--- config.mk ---
export PLATFORM = sky130hd
export DESIGN_NAME = decoder_nxm_scan
export DESIGN_NICKNAME = d
export VERILOG_FILES = /design/src/rtl/decoder_nxm_scan.sv
export SDC_FILE = /design/constraint.sdc
export NUM_CORES = 1
export LEC_CHECK = 0
export CAP_MARGIN = 40
export CELL_PAD_IN_SITES_DETAIL_PLACEMENT = 1
export CELL_PAD_IN_SITES_GLOBAL_PLACEMENT = 1
export CORE_ASPECT_RATIO = 1.4
export CORE_MARGIN = 8
export CORE_UTILIZATION = 41
export CTS_CLUSTER_DIAMETER = 80
export CTS_CLUSTER_SIZE = 25
export DETAILED_ROUTE_END_ITERATION = 7
export PLACE_DENSITY_LB_ADDON = 0.1
export SETUP_SLACK_MARGIN = 0.5
export SLEW_MARGIN = 25
export SYNTH_ARGS = -nofsm -noshare
export SYNTH_HDL_FRONTEND = slang
export SYNTH_SLANG_ARGS = --single-unit
--- constraint.sdc ---
create_clock -name clk -period 3.2 [get_ports clk]
set_clock_uncertainty 0.05 [all_clocks]
set_input_delay 0.32 -clock clk [delete_from_list [all_inputs] [get_ports clk]]
set_output_delay 0.32 -clock clk [all_outputs]
set_load 0.005 [all_outputs]
--- src/rtl/decoder_nxm_scan.sv ---
// Registered N-to-M one-hot decoder with a direct (valid/ready) mode and a
// self-sweeping scan mode that holds each line for a programmable dwell time.
module decoder_nxm_scan #(
  parameter int SEL_W   = 5,
  parameter int OUT_W   = 32,
  parameter int DWELL_W = 8
) (
  input  logic               clk,
  input  logic               rst_n,
  input  logic               en,
  input  logic               mode,
  input  logic               sel_valid,
  input  logic [SEL_W-1:0]   sel_in,
  output logic               sel_ready,
  input  logic [DWELL_W-1:0] dwell,
  input  logic               start,
  input  logic               stop,
  output logic [OUT_W-1:0]   out,
  output logic               out_valid,
  output logic [SEL_W-1:0]   cur_sel,
  output logic               busy,
  output logic               wrap,
  output logic               err
);

  typedef enum logic {IDLE, SCAN} state_t;

  localparam logic [SEL_W-1:0] LAST_SEL = SEL_W'(OUT_W - 1);

  state_t             state_reg, state_next;
  logic [SEL_W-1:0]   cur_sel_reg, cur_sel_next;
  logic [DWELL_W-1:0] cnt_reg, cnt_next;
  logic [DWELL_W-1:0] dwell_q_reg, dwell_q_next;
  logic               active_reg, active_next;  // a direct line is latched and should be shown
  logic [OUT_W-1:0]   out_reg, out_next;
  logic               out_valid_reg, out_valid_next;
  logic               wrap_reg, wrap_next;
  logic               err_reg, err_next;
  logic               in_range;

  assign sel_ready = (state_reg == IDLE) && !mode && en;
  assign in_range  = ({1'b0, sel_in} < (SEL_W + 1)'(OUT_W));

  always_comb begin
    state_next   = state_reg;
    cur_sel_next = cur_sel_reg;
    cnt_next     = cnt_reg;
    dwell_q_next = dwell_q_reg;
    active_next  = active_reg;
    wrap_next    = 1'b0;
    err_next     = 1'b0;

    case (state_reg)
      IDLE: begin
        if (stop) begin
          active_next = 1'b0;
        end else if (en && mode && start) begin
          state_next   = SCAN;
          cur_sel_next = '0;
          cnt_next     = dwell;
          dwell_q_next = dwell;
          active_next  = 1'b0;
        end else if (sel_ready && sel_valid) begin
          if (in_range) begin
            active_next  = 1'b1;
            cur_sel_next = sel_in;
          end else begin
            active_next = 1'b0;
            err_next    = 1'b1;
          end
        end
      end
      SCAN: begin
        if (stop) begin
          state_next = IDLE;
        end else if (en) begin
          if (cnt_reg != '0) begin
            cnt_next = cnt_reg - 1'b1;
          end else begin
            cnt_next     = dwell_q_reg;
            cur_sel_next = (cur_sel_reg == LAST_SEL) ? '0 : cur_sel_reg + 1'b1;
            wrap_next    = (cur_sel_reg == LAST_SEL);
          end
        end
      end
      default: state_next = IDLE;
    endcase

    // The output always mirrors the line the next state points at, blanked while disabled.
    out_valid_next = en && ((state_next == SCAN) || active_next);
    out_next       = out_valid_next ? (OUT_W'(1) << cur_sel_next) : '0;
  end

  always_ff @(posedge clk or negedge rst_n) begin
    if (!rst_n) begin
      state_reg     <= IDLE;
      cur_sel_reg   <= '0;
      cnt_reg       <= '0;
      dwell_q_reg   <= '0;
      active_reg    <= 1'b0;
      out_reg       <= '0;
      out_valid_reg <= 1'b0;
      wrap_reg      <= 1'b0;
      err_reg       <= 1'b0;
    end else begin
      state_reg     <= state_next;
      cur_sel_reg   <= cur_sel_next;
      cnt_reg       <= cnt_next;
      dwell_q_reg   <= dwell_q_next;
      active_reg    <= active_next;
      out_reg       <= out_next;
      out_valid_reg <= out_valid_next;
      wrap_reg      <= wrap_next;
      err_reg       <= err_next;
    end
  end

  assign out       = out_reg;
  assign out_valid = out_valid_reg;
  assign cur_sel   = cur_sel_reg;
  assign busy      = (state_reg == SCAN);
  assign wrap      = wrap_reg;
  assign err       = err_reg;

endmodule
==> impl_results.md <==
* Fin crit period at 2.448 ns
* CTS max path bufs at 2
* Worst-path clk slew at 0.08 ns
* Worst path arrival time at 2.66 ns
* Asr flop ratio synth at 100.0%
* CP Class: flop to flop
* Sequential fraction of the synthesis area at 56.55%
* # Max-Cap Violations at 0
* Crit path from: cnt_reg[0]$_DFFE_PN0P_
* Final setup viols at 0
* Avg Cell Area, Syn at 10.78 um^2
* Crit path launch type: flop
* Yosys top cell by area: dfrtp_1
* CTS tree: done
* Final ANT Viol Nets at 0
* Clock sink count at 57
* Layout cells sized above 1 at 14.84%
* Root buffer cell: clkbuf_8
* Post-synth top cells: dfrtp_1, nor2_1, nand2_1
* Worst vdd ir at 0.4277 mV
* Vias in the first global route at 2274
* Die Span Y at 108.8 um
* R2R Path End: out[14]$_DFF_PN0_
* Mapped Nets at 258
* Unrepaired setup endpoints after global routing: no
* Post-Synthesis Cells at 234
* Setup TNS at 0 ns
* Slew headroom at 62.16%
* Core ar. at 6083 um^2
* Diodes inserted at 0
* Remaining Overflow, GRT at 0
* Pwr Total at 2.218 mW
* Antenna violations before repair at 0
* Flops & latches, synth at 57
* # nets final at 329
* CP Capture Point: out[14]$_DFF_PN0_
* CP required at 3.41 ns
* Vias post-DR at 2031
* R2R setup slack at 0.75 ns
* PwrDens at 633.8 nW/um^2
* Final wirelength at 6.992 mm
* CTS Buf Count at 9
* Worst Setup End Kind: flop
* CP Max Fanout at 8
* Most instantiated library cell after synthesis: dfrtp_1
* Main synth FF type: dfrtp_1
* Via density at 5.317
* Worst R2R Start: cnt_reg[0]$_DFFE_PN0P_
* Achievable clock frequency at 408.5 MHz
* Leakage at 1.524 nW
* Worst Hold Class: primary input to async pin
* GPL Wtd Cong at 0.7743
* DP Wirelength at 5.009 mm
* DRT Pass-1 Iters at 3
* IO Count at 62
* Period Utilization, post-route at 76.51%
* Starting Density at 41.46%
* Max reg flops at 32
* Ys Warns at 0
* Residual DRC at 0
* Post-synth EDFFs at 0
* Total track usage at 17.32%
* Port bufs at 60
* H-tree depth at 3
* Synth top area cells: dfrtp_1, nor2_1, mux2_2
* Floorplan die area at 8954 um^2
* Mapped Area at 2522 um^2
* P&R area growth vs syn at 38.74%
* Row count at 34
* Detailed Route Iter0 Violations at 36
* Top-area cell type share of the netlist area at 56.55%
* Slew @ Worst Pin at 0.5663 ns
* Status: complete, no violations
* Synth cell types at 46
* R2R depth at 8
* Worst-Skew Late Latency at 0.34 ns
* First-pass GRT wire length at 11.54 mm
* Slew Viols, Final at 0
* Hold Vio Cnt, Final at 0
* Die Width at 82.29 um
* Pin count of the biggest net entering global routing at 31
* Wire per inst at 18.30 um
through the flow:
| stage | setup slack (ns) | utilization [%] | std cells | area (um^2) | hold WS (ns) |
|---|---|---|---|---|---|
| finish | 0.7518 | 57.53 | 382 | 3500 | 0.3543 |
| global route | 0.5591 | 57.53 | 382 | 3500 | 0.3581 |
| detailed placement | 0.4765 | 52.94 | 364 | 3221 | 0.1784 |
| global placement | 0.5755 | 52.61 | 363 | 3201 | 0.4379 |
| floorplan | 1.124 | - | 234 | 2522 | -0.02559 |
| CTS | 0.6302 | 57.24 | 381 | 3482 | 0.3483 |
worst min-delay path by stage:
stage / start / endpoint / depth (start not counted)
floorplan: rst_n / active_reg$_DFF_PN0_ / 0
global placement: active_reg$_DFF_PN0_ / active_reg$_DFF_PN0_ / 2
detailed placement: rst_n / busy$_DFF_PN0_ / 1
CTS: rst_n / out_valid$_DFF_PN0_ / 2
global route: rst_n / cur_sel[4]$_DFF_PN0_ / 2
finish: rst_n / out[25]$_DFF_PN0_ / 2
power by group:
part	internal, mW	switching, mW	total, mW
Combinational	0.222	0.256	0.478
Sequential	0.798	0.0951	0.893
Clock	0.526	0.322	0.848
kinds of logic (layout without fill, tap and decap cells):
logic type | count (synthesis) | in the layout | synth area share (%)
flip-flops | 57 | 57 | 56.55
other | 1 | 1 | 0.1487
AND/OR/NAND/NOR | 99 | 99 | 20.49
AO/OA/AOI/OAI | 39 | 39 | 10.02
adder cells (fa/ha/maj) | 4 | 4 | 1.984
buffers and inverters | 14 | 90 | 2.529
multiplexers | 18 | 18 | 7.590
XOR/XNOR | 2 | 2 | 0.6946
what timing repair did:
action                                  CTS  global route
resized for setup                         0             2
setup buffers                             0             1
endpoints found under the hold margin     9             0
endpoints found under the setup margin    0            20
hold buffers                              1             0
layer usage:
metal,GRT usage [%],vias up,routed length [um]
met5,0,-,0
met4,6.801,0,124
li1,-,953,-
met1,17.94,1027,2631
met3,7.591,11,434
met2,29.59,40,3801
cell usage in the layout (no fill, tap or decap), types with 5 or more instances in the layout:
cell type / instances
o21ai_0: 13
nand3b_1: 5
nor2_1: 37
clkdlybuf4s50_1: 59
a21oi_1: 6
clkbuf_8: 9
nor2_2: 8
buf_4: 5
nand2_1: 20
inv_1: 6
mux2_2: 9
nand3_1: 11
dfrtp_1: 57
mux2i_1: 8
final cells by class:
type	count	area, um^2
fillers	644	2584
flip-flops and latches	57	1426
multi-input cells	163	1042
repair buffers	67	663.1
clock inverters	7	127.6
clock buffers	9	123.9
well taps	72	90.09
inverters	7	26.28
critical path: stages (launching register included):
cell	delay (ns)
dfrtp_1	0.42
inv_1	0.13
ha_1	0.18
nor3b_4	0.32
nand3_4	0.16
mux2i_1	0.20
o22ai_1	0.15
or3_1	0.60
nor2_2	0.16
No activity file was read; power rests on OpenSTA's default activity.
